<file path="src/rtl/core_pkg.sv">
// Shared core definitions: datapath widths, FXU opcodes and the CDB lane record.
package core_pkg;

  localparam int unsigned DATA_W    = 16;
  localparam int unsigned ROB_IDX_W = 4;
  localparam int unsigned IMM_W     = 8;
  localparam int unsigned OPC_W     = 4;

  localparam logic [OPC_W-1:0] OPC_SUB  = 4'h0;
  localparam logic [OPC_W-1:0] OPC_MOVL = 4'h8;
  localparam logic [OPC_W-1:0] OPC_MOVH = 4'h9;

  typedef struct packed {
    logic                 valid;
    logic [ROB_IDX_W-1:0] rob_idx;
    logic [DATA_W-1:0]    result;
  } cdb_lane_t;

  function automatic logic [DATA_W-1:0] sext_imm(input logic [IMM_W-1:0] imm);
    return {{(DATA_W - IMM_W){imm[IMM_W-1]}}, imm};
  endfunction

endpackage

</file>
<file path="src/rtl/fxu_alu.sv">
// Combinational FXU datapath: opcode and operands to a DATA_W-wide result.
module fxu_alu
  import core_pkg::*;
(
  input  logic [OPC_W-1:0]  opcode_i,
  input  logic [DATA_W-1:0] op1_i,
  input  logic [DATA_W-1:0] op2_i,
  input  logic [IMM_W-1:0]  imm_i,
  output logic [DATA_W-1:0] result_o
);

  always_comb begin
    result_o = '0;
    case (opcode_i)
      OPC_SUB:  result_o = op1_i - op2_i;
      OPC_MOVL: result_o = sext_imm(imm_i);
      OPC_MOVH: result_o = {imm_i, op1_i[DATA_W-IMM_W-1:0]};
      // Unknown opcodes still retire (with zero) so the ROB entry completes.
      default:  result_o = '0;
    endcase
  end

endmodule

</file>
<file path="src/rtl/fxu_exec.sv">
// Fixed-point execution unit: LATENCY-deep valid/tag/result pipe feeding one CDB lane.
module fxu_exec
  import core_pkg::*;
#(
  parameter int unsigned LATENCY = 1
) (
  input  logic                 clk,
  input  logic                 rst_n,
  input  logic                 flush,
  input  logic [OPC_W-1:0]     opcode,
  input  logic [ROB_IDX_W-1:0] rob_idx,
  input  logic                 in_valid,
  input  logic [DATA_W-1:0]    op1,
  input  logic [DATA_W-1:0]    op2,
  input  logic [IMM_W-1:0]     imm,
  output logic                 cdb_valid,
  output logic [ROB_IDX_W-1:0] cdb_rob_idx,
  output logic [DATA_W-1:0]    cdb_result
);

  if (LATENCY < 1 || LATENCY > 4) begin : g_latency_check
    $error("fxu_exec: LATENCY must be in 1..4");
  end

  logic [DATA_W-1:0] alu_result;
  logic              issue;
  cdb_lane_t         stage_q [LATENCY];

  fxu_alu u_alu (
    .opcode_i (opcode),
    .op1_i    (op1),
    .op2_i    (op2),
    .imm_i    (imm),
    .result_o (alu_result)
  );

  assign issue = in_valid & ~flush;

  // Payload only loads behind a live valid, so the last broadcast value holds.
  always_ff @(posedge clk or negedge rst_n) begin
    if (!rst_n) begin
      for (int i = 0; i < LATENCY; i++) begin
        stage_q[i] <= '0;
      end
    end else begin
      stage_q[0].valid <= issue;
      if (issue) begin
        stage_q[0].rob_idx <= rob_idx;
        stage_q[0].result  <= alu_result;
      end
      for (int i = 1; i < LATENCY; i++) begin
        stage_q[i].valid <= stage_q[i-1].valid & ~flush;
        if (stage_q[i-1].valid && !flush) begin
          stage_q[i].rob_idx <= stage_q[i-1].rob_idx;
          stage_q[i].result  <= stage_q[i-1].result;
        end
      end
    end
  end

  assign cdb_valid   = stage_q[LATENCY-1].valid;
  assign cdb_rob_idx = stage_q[LATENCY-1].rob_idx;
  assign cdb_result  = stage_q[LATENCY-1].result;

endmodule

</file>
<file path="config.mk">
export PLATFORM = sky130hd
export DESIGN_NAME = fxu_exec
export DESIGN_NICKNAME = d
export VERILOG_FILES = /design/src/rtl/core_pkg.sv /design/src/rtl/fxu_alu.sv /design/src/rtl/fxu_exec.sv
export SDC_FILE = /design/constraint.sdc
export NUM_CORES = 1
export LEC_CHECK = 0
export CORE_ASPECT_RATIO = 0.6
export CORE_MARGIN = 3
export CORE_UTILIZATION = 40
export CTS_CLUSTER_SIZE = 30
export DETAILED_ROUTE_END_ITERATION = 10
export MAX_ROUTING_LAYER = met4
export PLACE_DENSITY = 0.73
export SYNTH_ARGS = -nofsm -noshare
export SYNTH_HDL_FRONTEND = slang
export SYNTH_HIERARCHICAL = 1
export SYNTH_SLANG_ARGS = --single-unit
</file>
<file path="constraint.sdc">
create_clock -name clk -period 1.2 [get_ports clk]
set_clock_uncertainty 0.15 [all_clocks]
set_input_delay 0.3 -clock clk [delete_from_list [all_inputs] [get_ports clk]]
set_output_delay 0.3 -clock clk [all_outputs]
set_load 0.05 [all_outputs]
</file>
==> results.toml <==
[critical_path]
worst-setup-path-type = "in -> reg"
crit_required_ns = 1.22
crit_fanout = 3
end_kind = "flop"
cp.arrival_ns = 2.44
r2r_cells = 3
startpoint_type = "input port"

[global_routing]
grt_start_max_net_pins = 22
grt.busiest_layer = "met2"
overflow = 0
grt_pass1_wl_um = 13100
gr-usage-met3_pct = 7.01
antenna_found_initial = 0
met2_usage_pct = 50.9
grt.met1_usage_pct = 34.8
grt_pass1_vias = 2548
grt_usage_pct = 29.4

[yosys]
async_flop_share_pct = 100
synth_xor_area_share_pct = 5.16
synth_adder_area_share_pct = 10.8
synth_edf_count = 0
synth_top_family_by_area = "compound AO/OA/AOI/OAI gates"
synth-main-ff-cell = "dfrtp_1"
synth.avg_cell_area_um2 = 9.02
synth_nets = 295
synth_warnings = 6
synth_simple_gate_area_share_pct = 13.4
synth-seq-cells = 21
netlist_area_um2 = 2040
synth_compound_area_share_pct = 22.1
synth_seq_area_share_pct = 25.8
synthCells = 226
synth.area.mux_share_pct = 15.6
ys_types = 45

[final_layout]
utilization_pct = 92.6
drive_gt1_share_pct = 60.6
multi_input_area_um2 = 1890
n_fill_cell = 169
nets = 448
antenna_cells = 0
register_area_um2 = 526
area_delta_synth_final_pct = 115

[sta]
fin_crit_ns = 2.42
tightest_slew_ns = 0.511
holdWs_ns = 0.214
maxSlewViolCount = 0
finalSetupViolCount = 37
fmaxAchievable_mhz = 414
fin_crit_sh_pct = 202
rsz0062_at_grt = "true"
hold_violations = 0
layout_setup_ws_ns = -1.22
max_slew_margin_pct = 65.6

[clock_tree]
clock_sinks = 21
path_clk_slew_ns = 0.09
cts_tree = "yes"
root_buffer = "clkbuf_8"
insertion_delay_ns = 0.27
numCtsBuffers = 3
h-tree-depth = 1
cts_max_path_buffers = 2

[place]
numPortBuffers = 72
dp_slack_ns = -2.06
gp_congestion = 0.843
place.detailed.hpwl_um = 5160

[die]
core_area_um2 = 4730
start_util_pct = 43.1
die_h_um = 61.3
dieWidth_um = 98.2
ios = 73
die_area_um2 = 6020
fp-row-count = 19

[power]
vdd_drop_max_v = 0.000717
leakagePower_uw = 0.00201
p_per_area_nw_per_um2 = 827

[routing]
via_count = 2690
viasPerCell = 6.10
wl_per_cell_um = 23.8
ant_nets = 0
dr.pass1.iters = 6
wl_um = 10500
drtIter0Drc = 246
drc = 0

[status]
violations = "setup timing"
status = "complete, but fails checks"

[job]
maxCapViolCount = 0

[worst_hold_path]
worst_hold_path_type = "in -> async"
-- power by group --
part	total, uW	leakage [uW]	switching [uW]	internal, uW
Combinational	2270	0.00171	1070	1200
Sequential	850	0.000278	79.7	771
Clock	503	0.0000228	265	238
Total	3620	0.00201	1410	2210
-- synthesized netlist by cell type, types with 2 or more instances --
| library cell | number | area [um2] |
|---|---|---|
| mux2_4 | 19 | 285 |
| o21ai_0 | 7 | 35.0 |
| xnor2_1 | 7 | 61.3 |
| a31oi_1 | 7 | 43.8 |
| nor2_1 | 21 | 78.8 |
| o41ai_1 | 2 | 17.5 |
| nand3_1 | 3 | 15.0 |
| inv_1 | 19 | 71.3 |
| o22ai_1 | 4 | 25.0 |
| a21oi_1 | 18 | 90.1 |
| a211oi_1 | 9 | 67.6 |
| nand2b_1 | 5 | 31.3 |
| or2_2 | 2 | 12.5 |
| nor2b_4 | 2 | 27.5 |
| a21boi_0 | 5 | 37.5 |
| buf_12 | 2 | 40.0 |
| buf_1 | 2 | 7.51 |
| nand2_1 | 17 | 63.8 |
| ha_1 | 16 | 200 |
| clkbuf_1 | 6 | 22.5 |
| mux2_2 | 2 | 22.5 |
| and3_1 | 2 | 12.5 |
| o211ai_1 | 2 | 15.0 |
| nor3_1 | 2 | 10.0 |
| dfrtp_1 | 21 | 526 |
| xor2_1 | 5 | 43.8 |
-- critical path: stages --
cell and delay, ns:
buf_8 0.10, inv_12 0.03, ha_4 0.14, fa_2 0.37
nor2b_4 0.14, o211ai_2 0.13, a21boi_4 0.21, o211ai_1 0.20
a41oi_2 0.23, mux2i_1 0.22, a21oi_1 0.09, mux2_4 0.27
-- worst paths after layout --
kind / from / end / slack [ns]
hold / removal: rst_n / cdb_result[6]$_DFFE_PN0P_ / 0.21
min in group clk: flush / cdb_valid$_DFF_PN0_ / 0.24
setup / recovery: op1[0] / cdb_result[12]$_DFFE_PN0P_ / -1.22
hold reg to reg: cdb_result[5]$_DFFE_PN0P_ / cdb_result[5]$_DFFE_PN0P_ / 0.44
setup reg to reg: cdb_result[6]$_DFFE_PN0P_ / cdb_result[6]$_DFFE_PN0P_ / -0.05
max in group asynchronous: rst_n / cdb_result[8]$_DFFE_PN0P_ / 0.54
-- registers in the layout, indices dropped and copies added, names as in the netlist --
signal	cells
cdb_valid	1
cdb_rob_idx	4
cdb_result	16
-- final cells by class --
cell class	instances	share of cell area, %
clock buffers	4	1.03
well taps	63	1.80
flip-flops and latches	21	12.0
inverters	19	2.60
multi-input cells	175	43.2
repair buffers	159	39.4
-- logic make-up after synthesis --
group | after synthesis
AOI/OAI and AO/OA | 67
xor gates and xnor gates | 12
adders and majority gates | 17
buffers and inverters | 30
DFF | 21
muxes | 22
and+or+nand+nor | 57
-- routing by layer --
layer / share of wire (%) / wire length, um
met1: 37 / 3930
met2: 47 / 4920
met3: 9.5 / 996
met4: 6.2 / 654
met5: 0 / 0
-- per-stage QoR --
stage / instances / setup TNS (ns) / area [um2] / total power (uW)
global placement: 409 / -28.06 / 3680 / 2520
floorplan: 226 / -12.45 / 2280 / 1720
CTS: 433 / -16.18 / 4150 / 3270
finish: 441 / -17.83 / 4380 / 3620
global route: 441 / -18.66 / 4380 / 3710
detailed placement: 409 / -28.71 / 3680 / 2550
-- cells in the final DEF (no fill, tap or decap), drive strengths merged, types with 4 or more instances in the layout --
cell / synthesis / layout
inv: 19 / 19
nand2b: 5 / 5
dfrtp: 21 / 21
a211oi: 9 / 9
xnor2: 7 / 7
mux2: 21 / 21
dlymetal6s2s: 0 / 6
a31oi: 7 / 7
nand2: 17 / 17
dlygate4sd2: 0 / 13
ha: 16 / 16
o22ai: 4 / 4
a21oi: 19 / 19
xor2: 5 / 5
clkbuf: 7 / 4
nor2: 21 / 21
buf: 4 / 120
clkdlybuf4s50: 0 / 18
o21ai: 8 / 8
a21boi: 6 / 6
-- timing repair --
item | CTS | global route
pin swaps | 56 | 53
gates cloned | 2 | 0
buffers inserted | 18 | 10
gates resized for setup | 134 | 40
endpoints found under the hold margin | 0 | 0
setup endpoints to repair | 41 | 37
hold buffers | 0 | 0
(Power assumes the default switching activity.)
